**config.mk**
```make
export PLATFORM = sky130hd
export DESIGN_NAME = mod_frame_seq
export DESIGN_NICKNAME = d
export VERILOG_FILES = /design/src/rtl/pkg_frame_seq.sv /design/src/rtl/mod_hs_phase.sv /design/src/rtl/mod_frame_seq.sv
export SDC_FILE = /design/constraint.sdc
export NUM_CORES = 1
export LEC_CHECK = 0
export CAP_MARGIN = 20
export CORE_MARGIN = 2
export CORE_UTILIZATION = 51
export CTS_CLUSTER_SIZE = 28
export DETAILED_ROUTE_END_ITERATION = 10
export PLACE_DENSITY = 0.86
export SLEW_MARGIN = 20
export SYNTH_ARGS = -nofsm -noshare
export SYNTH_HDL_FRONTEND = slang
export SYNTH_SLANG_ARGS = --single-unit
```
**constraint.sdc**
```tcl
create_clock -name clk -period 3 [get_ports clk]
set_input_delay 0.6 -clock clk [delete_from_list [all_inputs] [get_ports clk]]
set_output_delay 0.6 -clock clk [all_outputs]
set_load 0.01 [all_outputs]
```
**src/rtl/pkg_frame_seq.sv**
```systemverilog
// Shared types for the frame sequencer: top-level state encoding and the codes
// reported on err_stage when a handshake phase times out.
package pkg_frame_seq;

  typedef enum logic [3:0] {
    ST_IDLE,
    ST_RD_REQ,
    ST_RD_REL,
    ST_EG_REQ,
    ST_EG_REL,
    ST_WR_REQ,
    ST_WR_REL,
    ST_FIN,
    ST_DRAIN
  } state_t;

  typedef enum logic [1:0] {
    ERR_NONE = 2'd0,
    ERR_RD   = 2'd1,
    ERR_EG   = 2'd2,
    ERR_WR   = 2'd3
  } err_stage_t;

  // The edge stage is skipped entirely when the frame was started in bypass.
  function automatic state_t after_read(input logic byp);
    return byp ? ST_WR_REQ : ST_EG_REQ;
  endfunction

endpackage

```
**src/rtl/mod_hs_phase.sv**
```systemverilog
// One 4-phase handshake (REQ holds start until done, REL waits for done to drop)
// with a per-state timeout counter that restarts on every state change.
module mod_hs_phase #(
  parameter int TMO_W   = 24,
  parameter int TIMEOUT = 1000000
) (
  input  logic clk,
  input  logic reset_n,
  input  logic in_req,
  input  logic in_rel,
  input  logic done_in,
  output logic start,
  output logic advance,
  output logic timed_out
);

  localparam logic [TMO_W-1:0] TMO_LAST = TMO_W'(TIMEOUT - 1);

  logic             active;
  logic [TMO_W-1:0] cnt;

  assign active  = in_req | in_rel;
  assign start   = in_req;
  assign advance = (in_req & done_in) | (in_rel & ~done_in);

  // cnt holds the number of cycles already spent in the current state, so the
  // phase is abandoned at the end of its TIMEOUT-th cycle; a done edge wins.
  assign timed_out = (TIMEOUT != 0) && active && !advance && (cnt == TMO_LAST);

  always_ff @(posedge clk) begin
    if (!reset_n) begin
      cnt <= '0;
    end else if (!active || advance || timed_out) begin
      cnt <= '0;
    end else begin
      cnt <= cnt + 1'b1;
    end
  end

endmodule

```
**src/rtl/mod_frame_seq.sv**
```systemverilog
// Frame sequencer: BMP read -> edge detect -> BMP write, each stage driven by a
// level start/done handshake, with timeout, abort, edge bypass and status.
module mod_frame_seq
  import pkg_frame_seq::*;
#(
  parameter int ADDR_W  = 32,
  parameter int TMO_W   = 24,
  parameter int TIMEOUT = 1000000,
  parameter int CNT_W   = 16
) (
  input  logic              clk,
  input  logic              reset_n,
  input  logic              go,
  input  logic              abort,
  input  logic              bypass,
  input  logic [ADDR_W-1:0] cfg_in_addr,
  input  logic [ADDR_W-1:0] cfg_out_addr,
  output logic              bmp_input_start,
  input  logic              bmp_input_done,
  output logic [ADDR_W-1:0] bmp_input_address,
  output logic              edge_start,
  input  logic              edge_done,
  output logic [ADDR_W-1:0] edge_addr_in,
  output logic [ADDR_W-1:0] edge_addr_out,
  output logic              bmp_output_start,
  input  logic              bmp_output_done,
  output logic [ADDR_W-1:0] bmp_output_address,
  output logic              busy,
  output logic              done,
  output logic              error,
  output logic [1:0]        err_stage,
  output logic [CNT_W-1:0]  frame_cnt
);

  state_t            state;
  state_t            state_nxt;
  err_stage_t        err_q;
  logic [ADDR_W-1:0] in_addr_q;
  logic [ADDR_W-1:0] out_addr_q;
  logic              bypass_q;

  logic rd_adv, rd_tmo;
  logic eg_adv, eg_tmo;
  logic wr_adv, wr_tmo;
  logic accept;
  logic tmo_hit;
  logic frame_end;

  mod_hs_phase #(.TMO_W(TMO_W), .TIMEOUT(TIMEOUT)) u_rd (
    .clk       (clk),
    .reset_n   (reset_n),
    .in_req    (state == ST_RD_REQ),
    .in_rel    (state == ST_RD_REL),
    .done_in   (bmp_input_done),
    .start     (bmp_input_start),
    .advance   (rd_adv),
    .timed_out (rd_tmo)
  );

  mod_hs_phase #(.TMO_W(TMO_W), .TIMEOUT(TIMEOUT)) u_eg (
    .clk       (clk),
    .reset_n   (reset_n),
    .in_req    (state == ST_EG_REQ),
    .in_rel    (state == ST_EG_REL),
    .done_in   (edge_done),
    .start     (edge_start),
    .advance   (eg_adv),
    .timed_out (eg_tmo)
  );

  mod_hs_phase #(.TMO_W(TMO_W), .TIMEOUT(TIMEOUT)) u_wr (
    .clk       (clk),
    .reset_n   (reset_n),
    .in_req    (state == ST_WR_REQ),
    .in_rel    (state == ST_WR_REL),
    .done_in   (bmp_output_done),
    .start     (bmp_output_start),
    .advance   (wr_adv),
    .timed_out (wr_tmo)
  );

  // Abort outranks both completion and timeout; timeout already yields to done.
  always_comb begin
    state_nxt = state;
    case (state)
      ST_IDLE:   if (go && !abort) state_nxt = ST_RD_REQ;
      ST_RD_REQ: if (abort || rd_tmo) state_nxt = ST_DRAIN;
                 else if (rd_adv)     state_nxt = ST_RD_REL;
      ST_RD_REL: if (abort || rd_tmo) state_nxt = ST_DRAIN;
                 else if (rd_adv)     state_nxt = after_read(bypass_q);
      ST_EG_REQ: if (abort || eg_tmo) state_nxt = ST_DRAIN;
                 else if (eg_adv)     state_nxt = ST_EG_REL;
      ST_EG_REL: if (abort || eg_tmo) state_nxt = ST_DRAIN;
                 else if (eg_adv)     state_nxt = ST_WR_REQ;
      ST_WR_REQ: if (abort || wr_tmo) state_nxt = ST_DRAIN;
                 else if (wr_adv)     state_nxt = ST_WR_REL;
      ST_WR_REL: if (abort || wr_tmo) state_nxt = ST_DRAIN;
                 else if (wr_adv)     state_nxt = ST_FIN;
      ST_FIN:    state_nxt = abort ? ST_DRAIN : ST_IDLE;
      ST_DRAIN:  if (!bmp_input_done && !edge_done && !bmp_output_done) state_nxt = ST_IDLE;
      default:   state_nxt = ST_IDLE;
    endcase
  end

  assign accept    = (state == ST_IDLE) && go && !abort;
  assign tmo_hit   = !abort && (rd_tmo || eg_tmo || wr_tmo);
  assign frame_end = (state == ST_WR_REL) && wr_adv && !abort;

  always_ff @(posedge clk) begin
    if (!reset_n) begin
      state      <= ST_IDLE;
      in_addr_q  <= '0;
      out_addr_q <= '0;
      bypass_q   <= 1'b0;
      error      <= 1'b0;
      err_q      <= ERR_NONE;
      frame_cnt  <= '0;
    end else begin
      state <= state_nxt;
      if (accept) begin
        in_addr_q  <= cfg_in_addr;
        out_addr_q <= cfg_out_addr;
        bypass_q   <= bypass;
        error      <= 1'b0;
        err_q      <= ERR_NONE;
      end else if (tmo_hit) begin
        error <= 1'b1;
        err_q <= rd_tmo ? ERR_RD : (eg_tmo ? ERR_EG : ERR_WR);
      end
      if (frame_end) frame_cnt <= frame_cnt + 1'b1;
    end
  end

  assign busy               = (state != ST_IDLE);
  assign done               = (state == ST_FIN);
  assign err_stage          = err_q;
  assign bmp_input_address  = in_addr_q;
  assign edge_addr_in       = in_addr_q;
  assign edge_addr_out      = out_addr_q;
  assign bmp_output_address = bypass_q ? in_addr_q : out_addr_q;

endmodule

```
==> insert_results.sql, run 1 <==
INSERT INTO impl_metrics (metric_group, metric, value, unit) VALUES
('power_and_ir_drop', 'power_leakage', '3.500', 'nW'),
('clock_network', 'post-cts-setup-buffer-count', '0', ''),
('critical_path', 'launching_element_of_the_worst_setup_path', 'state[1]', ''),
('sta', 'maxClockFrequency', '371.8', 'MHz'),
('logic_synthesis', 'synthesis.area_per_instance', '8.344', 'um2'),
('global_routing', 'maximum_number_of_pins_on_one_net_before_global_route_repair', '50', ''),
('clock_network', 'htreeDepth', '4', ''),
('final_layout', 'multi_input_gate_area_in_the_final_layout', '3662', 'um2'),
('clock_network', 'number_of_buffers_on_the_longest_clock_path', '2', ''),
('clock_network', 'cts_resized', '0', ''),
('clock_network', 'clk_pin_slew', '0.06', 'ns'),
('logic_synthesis', 'yosysSeqAreaShare', '43.87', '%'),
('drt', 'drtIter0Drc', '531', ''),
('logic_synthesis', 'ys.warnings.count', '0', ''),
('critical_path', 'timing.reg2reg.setup_slack', '0.61', 'ns'),
('critical_path', 'r2r_cells', '7', ''),
('clock_network', 'tritoncts.num_buffers', '17', ''),
('power_and_ir_drop', 'finalPower', '6.221', 'mW'),
('critical_path', 'r2r_start', 'state[1]', ''),
('logic_synthesis', 'netlist_instances', '875', ''),
('logic_synthesis', 'synth-async-reset-ratio', '0', '%'),
('logic_synthesis', 'synth_area_leaders', 'sky130_fd_sc_hd__dfxtp_1, sky130_fd_sc_hd__nand2_1, sky130_fd_sc_hd__xor2_1', ''),
('critical_path', 'critical-path-max-stage-delay', '0.74', 'ns'),
('sta', 'timing.final.hold_violations', '0', ''),
('drt', 'routed_wirelength', '20.66', 'mm'),
('critical_path', 'data_required_time_of_the_worst_path', '2.40', 'ns'),
('drt', 'wl_per_cell', '16.50', 'um'),
('drt', 'final_antenna_net_count', '0', ''),
('global_routing', 'grt_residual_overflow', '0', ''),
('drt', 'remaining_drc_errors', '0', ''),
('logic_synthesis', 'yosysUniqueCellTypes', '58', ''),
('final_layout', 'area.sequential', '3204', 'um2'),
('clock_network', 'cts.hold.buffers_added', '0', ''),
('sta', 'worst_pin_slew', '0.8700', 'ns'),
('die', 'initial_core_util', '52.39', '%'),
('critical_path', 'critical_path.max_fanout', '20', ''),
('critical_path', 'capturing_instance_or_port_of_the_critical_path', 'busy', ''),
('critical_path', 'critical_path_buf_inv_count', '1', ''),
('logic_synthesis', 'synth.largest_area_cell', 'sky130_fd_sc_hd__dfxtp_1', ''),
('die', 'die_w', '123.6', 'um'),
('logic_synthesis', 'number_of_enable_type_register_cells_in_the_synthesized_netlist', '0', ''),
('logic_synthesis', 'postSynthNetCount', '951', ''),
('sta', 'report.final.slew_viol_count', '0', ''),
('critical_path', 'worst_path_max_delay_cell', 'sky130_fd_sc_hd__dfxtp_1', ''),
('critical_path', 'timing.rr.end', 'frame_cnt[15]', ''),
('sta', 'slew-limit-headroom', '41.46', '%'),
('power_and_ir_drop', 'ir_worst_vdd', '528.7', 'uV'),
('placement', 'post_detail_place_hpwl', '14.50', 'mm'),
('global_routing', 'antenna_found_initial', '0', ''),
('outcome', 'result_of_the_run', 'finished clean', ''),
('logic_synthesis', 'dominantRegCellSynth', 'sky130_fd_sc_hd__dfxtp_1', ''),
('die', 'floorplan.die_area', '15290', 'um2'),
('drt', 'drt_first_pass_iters', '5', ''),
('global_routing', 'grt_first_pass_wirelength', '31.87', 'mm'),
('final_layout', 'fillers', '1015', ''),
('sta', 'finalCriticalPeriod', '2.689', 'ns'),
('final_layout', 'n_antenna_cell', '0', ''),
('critical_path', 'cpLargestDelayFamily', 'flip-flops', ''),
('drt', 'via_per_inst', '5.417', ''),
('placement', 'finalWeightedCongestion', '0.8634', ''),
('critical_path', 'crit_path_cell_trace', 'nor2_1 -> nand2_1 -> clkdlybuf4s50_1', ''),
('sta', 'final.setup.tns', '0', 'ns'),
('critical_path', 'worst_setup_path_end_kind', 'primary output', ''),
('drt', 'detailroute.via_count', '6782', ''),
('clock_network', 'tritoncts_num_sinks', '160', ''),
('final_layout', 'num-nets-final', '1139', ''),
('power_and_ir_drop', 'power_density_over_the_cells', '613.2', 'nW/um2'),
('sta', 'setup_viol', '0', ''),
('global_routing', 'grt_pass1_vias', '6504', ''),
('die', 'rows', '43', ''),
('final_layout', 'flow.area_growth_from_synthesis', '38.95', '%');
==> synth_stat cells (6+ instances only) <==
cell type                    n
sky130_fd_sc_hd__mux2_2     32
sky130_fd_sc_hd__nand3_1    44
sky130_fd_sc_hd__a21oi_1    76
sky130_fd_sc_hd__o21ai_0     9
sky130_fd_sc_hd__nor3_1     13
sky130_fd_sc_hd__buf_1      11
sky130_fd_sc_hd__buf_4      34
sky130_fd_sc_hd__buf_2       6
sky130_fd_sc_hd__nand2_1   169
sky130_fd_sc_hd__nor2_1    111
sky130_fd_sc_hd__and3_1     17
sky130_fd_sc_hd__clkbuf_1   21
sky130_fd_sc_hd__inv_1      10
sky130_fd_sc_hd__nand4_1    16
sky130_fd_sc_hd__xnor2_1    24
sky130_fd_sc_hd__xor2_1     53
sky130_fd_sc_hd__dfxtp_1   160
==> cell families after synthesis <==
logic type	after synthesis	share of synthesized area [%]
simple gates	411	26.32
flops	160	43.87
compound gates	108	8.740
buf+inv	82	6.067
xor+xnor	77	9.237
mux	33	5.073
fa+ha+maj	4	0.6855
==> metrics by stage <==
step,setup slack [ns],utilization [%],hold slack [ns],instances,cell area [um2]
after global placement,0.3238,68.69,0.4384,1224,9572
after CTS,0.3099,72.80,0.4696,1252,10140
after floorplan,0.9575,-,0.4260,875,7301
after detailed placement,0.2754,68.69,0.4529,1224,9572
after global routing,0.1642,72.80,0.4830,1252,10140
final,0.3105,72.80,0.4629,1252,10140
==> registers in the layout, summed over array words and instances (netlist names) <==
| signal | flops |
|---|---|
| bypass_q | 1 |
| frame_cnt | 16 |
| u_eg.cnt | 24 |
| err_stage | 2 |
| u_rd.cnt | 24 |
| error | 1 |
| bmp_input_address | 32 |
| edge_addr_out | 32 |
| u_wr.cnt | 24 |
| state | 4 |
==> final cells by class <==
class | instances | area share, %
Clock buffer | 21 | 4.539
Clock inverter | 7 | 1.110
Inverter | 10 | 0.3700
Multi-Input combinational cell | 633 | 36.10
Sequential cell | 160 | 31.59
Tap cell | 180 | 2.220
Timing Repair Buffer | 241 | 24.08
==> where the power goes <==
part	switching [mW]	internal, mW
logic	0.762	0.839
clock network	0.823	1.33
registers	0.206	2.26
==> worst min-delay path by stage <==
stage / startpoint / end / slack, ns / depth (start not counted)
after floorplan: u_wr.cnt[0] / u_wr.cnt[0] / 0.43 / 1
after global placement: u_wr.cnt[0] / u_wr.cnt[0] / 0.44 / 1
after detailed placement: u_wr.cnt[0] / u_wr.cnt[0] / 0.45 / 1
after CTS: u_wr.cnt[0] / u_wr.cnt[0] / 0.47 / 1
after global routing: edge_addr_out[0] / edge_addr_out[0] / 0.48 / 2
final: u_wr.cnt[0] / u_wr.cnt[0] / 0.46 / 1
==> cell usage in the layout, fill, tap and decap left out, drive strengths merged, types with 4 or more instances in the layout <==
cell type        n
clkdlybuf4s50  223
nand2          169
dfxtp          160
nor2           112
a21oi           76
xor2            53
nand3           44
mux2            32
xnor2           24
clkbuf          21
and3            18
nand4           18
buf             18
nor3            13
o21ai           11
inv             10
nor4             6
nand2b           5
and4             4
or3              4
ha               4
a211oi           4
==> metal layers <==
metal  track usage [%]  vias up  share of wire, %
met2             43.68      225                49
li1                  -     3289                 -
met5                 0        -                 0
met3             6.731       49               6.1
met4             13.00        0               3.0
met1             33.02     3219                42
Note: power is estimated with default switching activity, not from simulation.
==> run 2, diff against run 1 <==
Settings changed: ABC_CLOCK_PERIOD_IN_PS from default to 3000, CTS_CLUSTER_DIAMETER from default to 40.
==> results of run 2 <==
Final layout, timing and power as in run 1 (identical DEF).
